$ cat src/rtl/fcml_adc_pkg.sv
// Shared definitions for the FCML ADC sampling path: FSM state encoding,
// default parameter values and the window-sum width helper.
package fcml_adc_pkg;

    typedef enum logic [1:0] {
        ST_IDLE  = 2'd0,
        ST_CONV  = 2'd1,
        ST_QUIET = 2'd2
    } adc_state_e;

    localparam int DEF_SCLK_DIV   = 4;
    localparam int DEF_FRAME_BITS = 16;
    localparam int DEF_DATA_BITS  = 12;
    localparam int DEF_QUIET_CYC  = 8;
    localparam int DEF_CNT_W      = 4;

    // Window sum needs DATA_BITS plus one bit per counter bit so that
    // 2^CNT_W-1 full-scale samples can never wrap.
    function automatic int win_sum_width(input int data_bits, input int cnt_w);
        return data_bits + cnt_w;
    endfunction

endpackage

$ cat src/rtl/adc_frame_sampler_if.sv
// Signal bundle between the ADC frame sampler and its environment:
// trigger/update inputs, the SPI ADC pins and the window results.
interface adc_frame_sampler_if #(
    parameter int DATA_BITS = fcml_adc_pkg::DEF_DATA_BITS,
    parameter int CNT_W     = fcml_adc_pkg::DEF_CNT_W
);
    localparam int SUM_W = fcml_adc_pkg::win_sum_width(DATA_BITS, CNT_W);

    logic                 trig;
    logic                 update;
    logic                 adc_sdo;
    logic                 adc_cs_n;
    logic                 adc_sclk;
    logic [DATA_BITS-1:0] sample;
    logic                 sample_valid;
    logic [SUM_W-1:0]     win_sum;
    logic [CNT_W-1:0]     win_cnt;
    logic                 win_valid;
    logic                 overrun;

    // Sampler side
    modport master (
        input  trig, update, adc_sdo,
        output adc_cs_n, adc_sclk, sample, sample_valid,
               win_sum, win_cnt, win_valid, overrun
    );

    // Environment side (trigger source, ADC, control loop)
    modport slave (
        output trig, update, adc_sdo,
        input  adc_cs_n, adc_sclk, sample, sample_valid,
               win_sum, win_cnt, win_valid, overrun
    );

endinterface

$ cat src/rtl/spi_adc_rx.sv
// SPI receive engine for a CPOL=1, MSB-first serial ADC: SCLK divider,
// shift register and rising-edge counter. A start pulse launches one frame;
// done pulses together with the last SCLK rising edge, data valid with it.
module spi_adc_rx #(
    parameter int SCLK_DIV   = fcml_adc_pkg::DEF_SCLK_DIV,
    parameter int FRAME_BITS = fcml_adc_pkg::DEF_FRAME_BITS,
    parameter int DATA_BITS  = fcml_adc_pkg::DEF_DATA_BITS
) (
    input  logic                 clk,
    input  logic                 rst,
    input  logic                 start,
    input  logic                 sdo,
    output logic                 sclk,
    output logic                 done,
    output logic [DATA_BITS-1:0] data
);
    localparam int DIV_W = $clog2(SCLK_DIV) + 1;
    localparam int BIT_W = $clog2(FRAME_BITS + 1);

    logic                 active_r;
    logic [DIV_W-1:0]     div_cnt_r;
    logic [BIT_W-1:0]     bit_cnt_r;
    logic                 sclk_r;
    logic                 done_r;
    // Only the trailing DATA_BITS bits of a frame are ever used, so the
    // leading bits are allowed to fall off the top of the register.
    logic [DATA_BITS-1:0] shift_r;

    logic tick_s;
    logic rise_s;
    logic last_s;

    // Divider terminal count, SCLK rising-edge and final-edge decode
    always_comb begin
        tick_s = active_r && (div_cnt_r == DIV_W'(SCLK_DIV - 1));
        rise_s = tick_s && !sclk_r;
        last_s = rise_s && (bit_cnt_r == BIT_W'(FRAME_BITS - 1));
    end

    // Frame sequencing: divider, SCLK toggle, sampling on SCLK rise
    always_ff @(posedge clk or negedge rst) begin
        if (!rst) begin
            active_r  <= 1'b0;
            div_cnt_r <= '0;
            bit_cnt_r <= '0;
            sclk_r    <= 1'b1;
            done_r    <= 1'b0;
            shift_r   <= '0;
        end else begin
            done_r <= last_s;
            if (start) begin
                active_r  <= 1'b1;
                div_cnt_r <= '0;
                bit_cnt_r <= '0;
                sclk_r    <= 1'b1;
                shift_r   <= '0;
            end else if (active_r) begin
                if (tick_s) begin
                    div_cnt_r <= '0;
                    sclk_r    <= ~sclk_r;
                    if (rise_s) begin
                        shift_r   <= (shift_r << 1) | DATA_BITS'(sdo);
                        bit_cnt_r <= bit_cnt_r + BIT_W'(1);
                    end else begin
                        bit_cnt_r <= bit_cnt_r;
                    end
                    if (last_s) begin
                        active_r <= 1'b0;
                    end else begin
                        active_r <= 1'b1;
                    end
                end else begin
                    div_cnt_r <= div_cnt_r + DIV_W'(1);
                end
            end else begin
                div_cnt_r <= '0;
            end
        end
    end

    assign sclk = sclk_r;
    assign done = done_r;
    assign data = shift_r;

endmodule

$ cat src/rtl/adc_frame_sampler.sv
// ADC frame sampler: converts trigger rising edges into SPI ADC reads and
// accumulates the results into windows closed by update rising edges.
module adc_frame_sampler
    import fcml_adc_pkg::*;
#(
    parameter int SCLK_DIV   = DEF_SCLK_DIV,
    parameter int FRAME_BITS = DEF_FRAME_BITS,
    parameter int DATA_BITS  = DEF_DATA_BITS,
    parameter int QUIET_CYC  = DEF_QUIET_CYC,
    parameter int CNT_W      = DEF_CNT_W
) (
    input logic                 clk,
    input logic                 rst,
    adc_frame_sampler_if.master bus
);
    localparam int SUM_W   = win_sum_width(DATA_BITS, CNT_W);
    localparam int QUIET_W = $clog2(QUIET_CYC) + 1;
    localparam logic [CNT_W-1:0] CNT_MAX = {CNT_W{1'b1}};

    logic                 trig_r;
    logic                 update_r;
    adc_state_e           state_r;
    logic [QUIET_W-1:0]   quiet_cnt_r;
    logic                 cs_n_r;
    logic [DATA_BITS-1:0] sample_r;
    logic                 sample_valid_r;
    logic [SUM_W-1:0]     acc_r;
    logic [CNT_W-1:0]     cnt_r;
    logic [SUM_W-1:0]     win_sum_r;
    logic [CNT_W-1:0]     win_cnt_r;
    logic                 win_valid_r;
    logic                 overrun_r;

    logic                 trig_edge_s;
    logic                 update_edge_s;
    logic                 start_s;
    logic                 lost_trig_s;
    logic                 sat_s;
    logic [SUM_W-1:0]     acc_next_s;
    logic [CNT_W-1:0]     cnt_next_s;
    logic                 rx_done_s;
    logic [DATA_BITS-1:0] rx_data_s;
    logic                 rx_sclk_s;

    spi_adc_rx #(
        .SCLK_DIV   (SCLK_DIV),
        .FRAME_BITS (FRAME_BITS),
        .DATA_BITS  (DATA_BITS)
    ) u_rx (
        .clk   (clk),
        .rst   (rst),
        .start (start_s),
        .sdo   (bus.adc_sdo),
        .sclk  (rx_sclk_s),
        .done  (rx_done_s),
        .data  (rx_data_s)
    );

    // Edge decode and window arithmetic including a finishing sample
    always_comb begin
        trig_edge_s   = bus.trig & ~trig_r;
        update_edge_s = bus.update & ~update_r;
        start_s       = trig_edge_s && (state_r == ST_IDLE);
        lost_trig_s   = trig_edge_s && (state_r != ST_IDLE);
        acc_next_s    = acc_r;
        cnt_next_s    = cnt_r;
        sat_s         = 1'b0;
        if (rx_done_s) begin
            if (cnt_r == CNT_MAX) begin
                sat_s = 1'b1;
            end else begin
                acc_next_s = acc_r + SUM_W'(rx_data_s);
                cnt_next_s = cnt_r + CNT_W'(1);
            end
        end else begin
            sat_s = 1'b0;
        end
    end

    // Previous-value registers for trig/update edge detection
    always_ff @(posedge clk or negedge rst) begin
        if (!rst) begin
            trig_r   <= 1'b0;
            update_r <= 1'b0;
        end else begin
            trig_r   <= bus.trig;
            update_r <= bus.update;
        end
    end

    // Conversion FSM: chip select and the post-frame quiet interval
    always_ff @(posedge clk or negedge rst) begin
        if (!rst) begin
            state_r     <= ST_IDLE;
            cs_n_r      <= 1'b1;
            quiet_cnt_r <= '0;
        end else begin
            case (state_r)
                ST_IDLE: begin
                    if (start_s) begin
                        state_r <= ST_CONV;
                        cs_n_r  <= 1'b0;
                    end else begin
                        cs_n_r  <= 1'b1;
                    end
                end
                ST_CONV: begin
                    if (rx_done_s) begin
                        state_r     <= ST_QUIET;
                        cs_n_r      <= 1'b1;
                        quiet_cnt_r <= '0;
                    end else begin
                        cs_n_r      <= 1'b0;
                    end
                end
                ST_QUIET: begin
                    if (quiet_cnt_r == QUIET_W'(QUIET_CYC - 1)) begin
                        state_r <= ST_IDLE;
                    end else begin
                        quiet_cnt_r <= quiet_cnt_r + QUIET_W'(1);
                    end
                end
                default: begin
                    state_r <= ST_IDLE;
                    cs_n_r  <= 1'b1;
                end
            endcase
        end
    end

    // Latest conversion result and its strobe
    always_ff @(posedge clk or negedge rst) begin
        if (!rst) begin
            sample_r       <= '0;
            sample_valid_r <= 1'b0;
        end else begin
            sample_valid_r <= rx_done_s;
            if (rx_done_s) begin
                sample_r <= rx_data_s;
            end else begin
                sample_r <= sample_r;
            end
        end
    end

    // Window accumulation, hand-off on update and sticky overrun
    always_ff @(posedge clk or negedge rst) begin
        if (!rst) begin
            acc_r       <= '0;
            cnt_r       <= '0;
            win_sum_r   <= '0;
            win_cnt_r   <= '0;
            win_valid_r <= 1'b0;
            overrun_r   <= 1'b0;
        end else begin
            win_valid_r <= update_edge_s;
            if (update_edge_s) begin
                // Closing window takes the finishing sample; a trigger lost
                // on this same cycle is charged to the new window.
                win_sum_r <= acc_next_s;
                win_cnt_r <= cnt_next_s;
                acc_r     <= '0;
                cnt_r     <= '0;
                overrun_r <= lost_trig_s;
            end else begin
                acc_r     <= acc_next_s;
                cnt_r     <= cnt_next_s;
                overrun_r <= overrun_r | lost_trig_s | sat_s;
            end
        end
    end

    assign bus.adc_cs_n     = cs_n_r;
    assign bus.adc_sclk     = rx_sclk_s;
    assign bus.sample       = sample_r;
    assign bus.sample_valid = sample_valid_r;
    assign bus.win_sum      = win_sum_r;
    assign bus.win_cnt      = win_cnt_r;
    assign bus.win_valid    = win_valid_r;
    assign bus.overrun      = overrun_r;

endmodule
$ cat src/flat_wrapper.sv
// flat-port wrapper written by rule: the top's interface ports become plain ports
module adc_frame_sampler_flat import fcml_adc_pkg::*;
#(
    parameter int SCLK_DIV   = DEF_SCLK_DIV,
    parameter int FRAME_BITS = DEF_FRAME_BITS,
    parameter int DATA_BITS  = DEF_DATA_BITS,
    parameter int QUIET_CYC  = DEF_QUIET_CYC,
    parameter int CNT_W      = DEF_CNT_W
)
  (clk, rst, bus_trig, bus_update, bus_adc_sdo, bus_adc_cs_n, bus_adc_sclk, bus_sample, bus_sample_valid, bus_win_sum, bus_win_cnt, bus_win_valid, bus_overrun);
  adc_frame_sampler_if #(.DATA_BITS(DATA_BITS), .CNT_W(CNT_W)) bus_i ();
  input logic clk;
  input logic rst;
  input wire logic [$bits(bus_i.trig)-1:0] bus_trig;
  input wire logic [$bits(bus_i.update)-1:0] bus_update;
  input wire logic [$bits(bus_i.adc_sdo)-1:0] bus_adc_sdo;
  output wire logic [$bits(bus_i.adc_cs_n)-1:0] bus_adc_cs_n;
  output wire logic [$bits(bus_i.adc_sclk)-1:0] bus_adc_sclk;
  output wire logic [$bits(bus_i.sample)-1:0] bus_sample;
  output wire logic [$bits(bus_i.sample_valid)-1:0] bus_sample_valid;
  output wire logic [$bits(bus_i.win_sum)-1:0] bus_win_sum;
  output wire logic [$bits(bus_i.win_cnt)-1:0] bus_win_cnt;
  output wire logic [$bits(bus_i.win_valid)-1:0] bus_win_valid;
  output wire logic [$bits(bus_i.overrun)-1:0] bus_overrun;
  assign bus_i.trig = bus_trig;
  assign bus_i.update = bus_update;
  assign bus_i.adc_sdo = bus_adc_sdo;
  assign bus_adc_cs_n = bus_i.adc_cs_n;
  assign bus_adc_sclk = bus_i.adc_sclk;
  assign bus_sample = bus_i.sample;
  assign bus_sample_valid = bus_i.sample_valid;
  assign bus_win_sum = bus_i.win_sum;
  assign bus_win_cnt = bus_i.win_cnt;
  assign bus_win_valid = bus_i.win_valid;
  assign bus_overrun = bus_i.overrun;
  adc_frame_sampler #(.SCLK_DIV(SCLK_DIV), .FRAME_BITS(FRAME_BITS), .DATA_BITS(DATA_BITS), .QUIET_CYC(QUIET_CYC), .CNT_W(CNT_W)) u_core (.clk(clk), .rst(rst), .bus(bus_i));
endmodule
$ cat config.mk
export PLATFORM = sky130hd
export DESIGN_NAME = adc_frame_sampler_flat
export DESIGN_NICKNAME = d
export VERILOG_FILES = /design/src/rtl/fcml_adc_pkg.sv /design/src/rtl/adc_frame_sampler_if.sv /design/src/rtl/spi_adc_rx.sv /design/src/rtl/adc_frame_sampler.sv /design/src/flat_wrapper.sv
export SDC_FILE = /design/constraint.sdc
export NUM_CORES = 1
export LEC_CHECK = 0
export ABC_AREA = 1
export BUFFER_PORTS_ARGS = -buffer_cell sky130_fd_sc_hd__buf_2
export CAP_MARGIN = 30
export CORE_ASPECT_RATIO = 0.7
export CORE_MARGIN = 5
export CORE_UTILIZATION = 36
export DETAILED_ROUTE_END_ITERATION = 6
export GPL_TIMING_DRIVEN = 0
export HOLD_SLACK_MARGIN = 0.05
export PLACE_DENSITY_LB_ADDON = 0.08
export SKIP_LAST_GASP = 1
export SLEW_MARGIN = 10
export SYNTH_ARGS = -nofsm -noshare
export SYNTH_HDL_FRONTEND = slang
export SYNTH_HIERARCHICAL = 1
export SYNTH_SLANG_ARGS = --single-unit
$ cat constraint.sdc
create_clock -name clk -period 1.9 [get_ports clk]
set_input_delay 0.19 -clock clk [delete_from_list [all_inputs] [get_ports clk]]
set_output_delay 0.19 -clock clk [all_outputs]
set_load 0.01 [all_outputs]
==> results of run 1 <==
## critical path, cell delays in order, from the launching register on
cell and delay (ps):
dfrtp_1 420, ha_1 380, nand2_2 120, inv_1 40
nand2_1 60, nand2_1 70, a21oi_1 230, nand2_2 110
nand2_2 70, nand2_2 50, nand3_1 70, nand2_1 50
## through the flow
step                utilization (%)  area, um2  hold WS, ps  total power, W
finish                        44.76       5304        157.4        0.003690
CTS                           44.02       5216        146.6        0.003745
floorplan                         -       4413       -105.6        0.001964
global route                  44.76       5304        170.9        0.003853
detailed placement            40.88       4845        132.7        0.002043
global placement              40.63       4815        312.1        0.002034
## sequential cells by signal, summed over array words and instances (netlist names), 2 cells and up
signal,flops
u_core/quiet_cnt_r,4
u_core/acc_r,16
u_core/u_rx/data,12
u_core/u_rx/div_cnt_r,3
u_core/state_r,2
u_core/u_rx/bit_cnt_r,5
u_core/bus.win_cnt,4
u_core/cnt_r,4
u_core/bus.sample,12
u_core/bus.win_sum,16
## cells by family (layout without fill, tap and decap cells)
kind of cell | after synthesis | after routing | synth area share (%)
AOI/OAI and AO/OA | 36 | 36 | 4.366
muxes | 3 | 3 | 0.6805
and+or+nand+nor | 330 | 330 | 32.52
adders and majority gates | 18 | 18 | 5.274
xor gates and xnor gates | 7 | 7 | 1.389
buffers and inverters | 65 | 130 | 6.379
DFF | 87 | 87 | 49.39
## cell type report
type	count	area, um2	area share (%)
clock inverters	3	17.52	0.3303
plain buffers	15	93.84	1.769
flip-flops and latches	87	2180	41.09
repair buffers	49	295.3	5.567
clock buffers	13	260.3	4.907
inverters	50	187.7	3.539
multi-input cells	394	2073	39.09
well taps	157	196.4	3.704
## routing by layer
| metal | wire, um | track usage [%] | vias up |
|---|---|---|---|
| met3 | 521 | 3.384 | 9 |
| met2 | 4105 | 20.84 | 65 |
| met5 | 0 | 0 | - |
| li1 | - | - | 1847 |
| met1 | 6017 | 25.82 | 1653 |
| met4 | 82 | 4.383 | 0 |
## path summary, 6_finish.rpt
| path | from | to | slack, ps |
|---|---|---|---|
| max | u_core/u_rx/data[10]$_DFFE_PN0P_ | u_core/bus.win_sum[15]$_DFFE_PN0P_ | 120 |
| min | bus_adc_sdo | u_core/u_rx/data[0]$_DFFE_PN0P_ | 160 |
| max reg2reg | u_core/u_rx/data[10]$_DFFE_PN0P_ | u_core/bus.win_sum[15]$_DFFE_PN0P_ | 120 |
| min reg2reg | u_core/u_rx/done$_DFF_PN0_ | u_core/bus.sample_valid$_DFF_PN0_ | 370 |
| max in group asynchronous | rst | u_core/u_rx/sclk$_DFFE_PN1P_ | 910 |
| min in group asynchronous | rst | u_core/trig_r$_DFF_PN0_ | 310 |
## report_power, final
group          internal (W)  switching [W]  leakage (nW)  total [W]
logic             0.0000417      0.0000936          1.55   0.000135
clock network      0.000955       0.000718         0.136    0.00167
registers           0.00187      0.0000146          1.15    0.00188
total               0.00286       0.000826          2.84    0.00369
## repair_timing
action                                  CTS  global route
pin swaps                                 4             5
endpoints found under the hold margin    26             0
hold buffers                              3             0
setup buffers                             4             0
endpoints found under the setup margin   10            19
gates resized for setup                   7            14
## Yosys cell counts (all sizes together), types with 5 or more instances
| cell type | number | area share (%) |
|---|---|---|
| nand2 | 214 | 19 |
| dfrtp | 85 | 48 |
| inv | 50 | 4.3 |
| nand3 | 46 | 5.6 |
| nor2 | 46 | 4.3 |
| o21ai | 24 | 2.7 |
| ha | 17 | 4.8 |
| a21oi | 8 | 0.99 |
| buf | 8 | 1.5 |
| clkbuf | 7 | 0.60 |
| nand4 | 7 | 0.99 |
| or2 | 7 | 0.99 |
| xnor2 | 6 | 1.2 |
| nor3 | 5 | 0.82 |
==> qor.txt, run 1 <==
FMAX -> 0.5609 GHz
Post-synth net total -> 569
Min-delay worst type -> input pin to register
Sink Count -> 87
Final #Nets -> 629
Result of the run -> completed
Worst-Skew Late Latency -> 340 ps
Distinct cells, synth -> 36
Vias -> 3574
Placer Congestion -> 0.8229
RSZ-0062 raised after global routing -> yes
Post-synth EDFFs -> 0
Filler instances -> 1165
Cell depth of the worst flop-to-flop path -> 11
Worst rel slew slack -> 58.30%
Die height -> 102.6 um
Placed cell count -> 745
Aggregate global routing overflow -> 0
DR DRC count -> 0
Syn Inst Count -> 546
Pre-CTS setup slack -> -187.4 ps
Commonest non-fill, non-tap cells in the layout -> 197 x nand2_1, 85 x dfrtp_1, 47 x inv_1, 43 x buf_2
Fin crit period -> 1783 ps
DRT iter0 DRCs -> 135
Setup_tns -> 0 ps
CTS tree -> yes
Global-route wire length before repair -> 18.20 mm
Antenna diodes -> 0
WS Path Type -> register to register
Worst-path fanout max -> 5
TritonCTS Buffers -> 9
Share of flip-flops with an asynchronous set or reset -> 100.0%
Hold Crit Depth -> 5
DR WL/cell -> 13.97 um
Crit. End Element -> register
Post-synthesis cell area -> 4413 um2
Leak -> 2.842 nW
DRT antenna net count -> 0
Clk buf depth -> 2
Mapped Avg Cell Area -> 8.082 um2
Die X -> 142.3 um
Worst EP required -> 2130 ps
CP arrival -> 2010 ps
YS warnings -> 6
Ports -> 42
Ys flop type -> dfrtp_1
Layout area overhead -> 20.19%
Row cnt -> 33
Most common cell after layout, fill and taps aside -> nand2_1
Finished Layout Cells -> 768
Pwr dens -> 695.6 nW/um2
Starting density of the core -> 37.24%
Vias per cell -> 4.654
Pre-antenna DRT Iters -> 4
Core Area -> 11850 um2
CP startpoint kind -> register
DIE AREA -> 14610 um2
Worst Skew -> 6.388 ps
WL final -> 10.73 mm
Max Cap Violations -> 0
I/O Buffers -> 41
Antenna violations before repair -> 0
Maximum VDD drop -> 408.3 uV
Final Cycle Share -> 93.84%
H-Tree Depth -> 3
HPWL after DPL -> 7.773 mm
Vias in the first global route -> 3420
Final Max Tran Viols -> 0
# setup viols final -> 0
Synthesis-stage register bit count -> 87
Hold Fails Final Rpt -> 0
Layout cell share with drive strength beyond 1 -> 19.48%
CTS clk-pin slew, worst paths -> 60 ps
Total Routing Usage GR -> 15.92%
Worst slew pin tran -> 625.5 ps
Root Buffer -> clkbuf_16
Post-synthesis sequential area ratio -> 49.39%
Largest net degree at the start of global routing -> 63
Post-route setup slack -> 117.0 ps
No activity file was read; power rests on OpenSTA's default activity.
==> inputs of run 2 (changes only) <==
Settings changed: ABC_AREA 1 to unset.
==> run 2 against run 1 <==
  * The run now ends with design-rule violations, negative setup slack left
  * Count of clock-buffer cells in the layout is 1 lower
  * Sequential share of layout area rose by 1.0 points
  * Largest power group unchanged
  * Final cell count fell by 19%
  * Sequential power grew 18%
  * Core utilization increased by 2.3 points
  * Via count decreased by 13%
==> qor.txt, run 2 <==
Final Hold Slack -> 91.79 ps
Die height -> 98.91 um
Die X -> 137.0 um
Ports -> 42
Synthesis-stage register bit count -> 87
Aggregate global routing overflow -> 0
Post-synth net total -> 417
CP arrival -> 2430 ps
Core Area -> 11010 um2
Sink Count -> 87
Final #Nets -> 490
R2R setup slack -> -330 ps
Root Buffer -> clkbuf_16
Post-synthesis cell area -> 4065 um2
Ys flop type -> dfrtp_1
Worst hold path startpoint -> bus_adc_sdo
CP startpoint kind -> register
H-Tree Depth -> 3
Min-delay worst type -> input pin to register
Antenna diodes -> 0
Post-route setup slack -> -331.7 ps
Share of flip-flops with an asynchronous set or reset -> 100.0%
Synth area leaders -> dfrtp_1 52%, ha_1 5.2%, nand2_1 5.1%
Maximum VDD drop -> 506.4 uV
Worst rel slew slack -> 50.39%
Finished Layout Cells -> 625
Syn Inst Count -> 394
DIE AREA -> 13550 um2
Synth cell count leaders -> 85 x dfrtp_1, 55 x nand2_1, 33 x a21oi_1, 31 x nor2_1, 24 x o21ai_0
Post-synth top area share -> 52.32%
Worst-Skew Late Latency -> 330 ps
RSZ-0062 raised after global routing -> yes
Placer Congestion -> 0.7786
Layout area overhead -> 27.55%
# setup viols final -> 26
Placed cell count -> 589
CTS tree -> yes
YS warnings -> 6
Distinct cells, synth -> 52
Leak -> 2.422 nW
Max Cap Violations -> 0
CTS clk-pin slew, worst paths -> 60 ps
Pwr dens -> 959.5 nW/um2
TritonCTS Buffers -> 9
Cell depth of the worst flop-to-flop path -> 9
Final Cycle Share -> 117.5%
Mapped Avg Cell Area -> 10.32 um2
I/O Buffers -> 41
DR DRC count -> 1
Worst r2r src -> u_core/acc_r[0]$_DFF_PN0_
Total Routing Usage GR -> 15.22%
Worst setup startpoint -> u_core/acc_r[0]$_DFF_PN0_
Final Max Tran Viols -> 0
Post-synthesis sequential area ratio -> 53.62%
Fin crit period -> 2232 ps
WL final -> 9.833 mm
Result of the run -> finished with violations
DRT antenna net count -> 0
Hold Fails Final Rpt -> 0
Top-count cell post-synth -> dfrtp_1
Antenna violations before repair -> 0
Row cnt -> 32
Crit. End Element -> register
Worst-path fanout max -> 4
Pre-antenna DRT Iters -> 7
Worst slew pin tran -> 742.2 ps
HPWL after DPL -> 6.870 mm
Post-synth EDFFs -> 0
FMAX -> 0.4481 GHz
Most common cell after layout, fill and taps aside -> dfrtp_1
DR WL/cell -> 15.73 um
Vias per cell -> 5.000
Layout cell share with drive strength beyond 1 -> 27.97%
Global-route wire length before repair -> 16.04 mm
Worst EP required -> 2100 ps
Worst Skew -> 4.324 ps
DRT iter0 DRCs -> 174
Vias -> 3125
Commonest non-fill, non-tap cells in the layout -> 81 x dfrtp_1, 55 x nand2_1, 44 x buf_2, 30 x nor2_1, 26 x a21oi_1
Hold Crit Depth -> 3
Post-layout util -> 47.09%
Clk buf depth -> 2
Failing checks -> design-rule violations, negative setup slack
Vias in the first global route -> 3066
Area leader, netlist -> dfrtp_1
WS Path Type -> register to register
Largest net degree at the start of global routing -> 58
Starting density of the core -> 36.92%
## run 2: logic make-up (layout without fill, tap and decap cells)
family,after synthesis,after routing,share of synthesized area [%]
fa+ha+maj,18,18,5.725
buf+inv,26,104,2.647
compound gates,86,86,13.05
simple gates,144,144,16.87
xor+xnor,13,13,2.801
mux,20,20,5.294
flops,87,87,53.62
## run 2: metrics by stage
stage	area, um2	power, W	setup WS, ps	TNS (ps)
finish	5185	0.004975	-331.7	-4367
floorplan	4153	0.002803	-187.0	-623.4
CTS	5076	0.005005	-332.7	-3069
detailed placement	4579	0.003085	-451.0	-4273
global placement	4549	0.003061	-491.1	-22960
global route	5185	0.005271	-402.0	-6811
## run 2: report_power, final
group          total (W)  internal, W  switching, W
registers        0.00221      0.00205      0.000161
logic           0.000982     0.000438      0.000544
clock network    0.00178      0.00106      0.000722
total            0.00497      0.00355       0.00143
## run 2: repair_timing
action / CTS / global route
resized for setup: 23 / 18
hold buffers: 3 / 0
setup buffers: 11 / 6
endpoints found under the setup margin: 26 / 36
pin swaps: 16 / 8
endpoints found under the hold margin: 31 / 0
cloned: 0 / 0
## run 2: layer usage
| layer | vias to the layer above | global-route usage (%) | part of all wire, % |
|---|---|---|---|
| met5 | - | 0 | 0 |
| met4 | 0 | 4.525 | 1.5 |
| met3 | 13 | 4.286 | 5.0 |
| met2 | 59 | 21.43 | 42 |
| met1 | 1520 | 22.63 | 52 |
| li1 | 1533 | - | - |
## run 2: final timing paths
check	end
worst max-delay path	u_core/acc_r[14]$_DFF_PN0_
worst min-delay path	u_core/u_rx/data[0]$_DFFE_PN0P_
worst max register to register	u_core/acc_r[14]$_DFF_PN0_
worst min register to register	u_core/bus.sample_valid$_DFF_PN0_
max in group asynchronous	u_core/bus.adc_cs_n$_DFFE_PN1N_
min in group asynchronous	u_core/acc_r[6]$_DFF_PN0_
## run 2: worst max-delay path: stages (launching register included)
cell	delay (ps)
dfrtp_1	390
ha_2	200
fa_2	380
a21oi_4	190
o22ai_4	110
o311ai_4	350
buf_4	180
a211oi_2	60
xnor2_1	180
nor2_1	50
## run 2: cell type report
cell class                      instances  area (um2)
Fill cell                            1038        5826
Sequential cell                        87        2185
Multi-Input combinational cell        281        1992
Timing Repair Buffer                   62       400.4
Clock buffer                           12       246.5
Tap cell                              153       191.4
Buffer                                 19       88.84
Clock inverter                          4       55.05
Inverter                                7       26.28
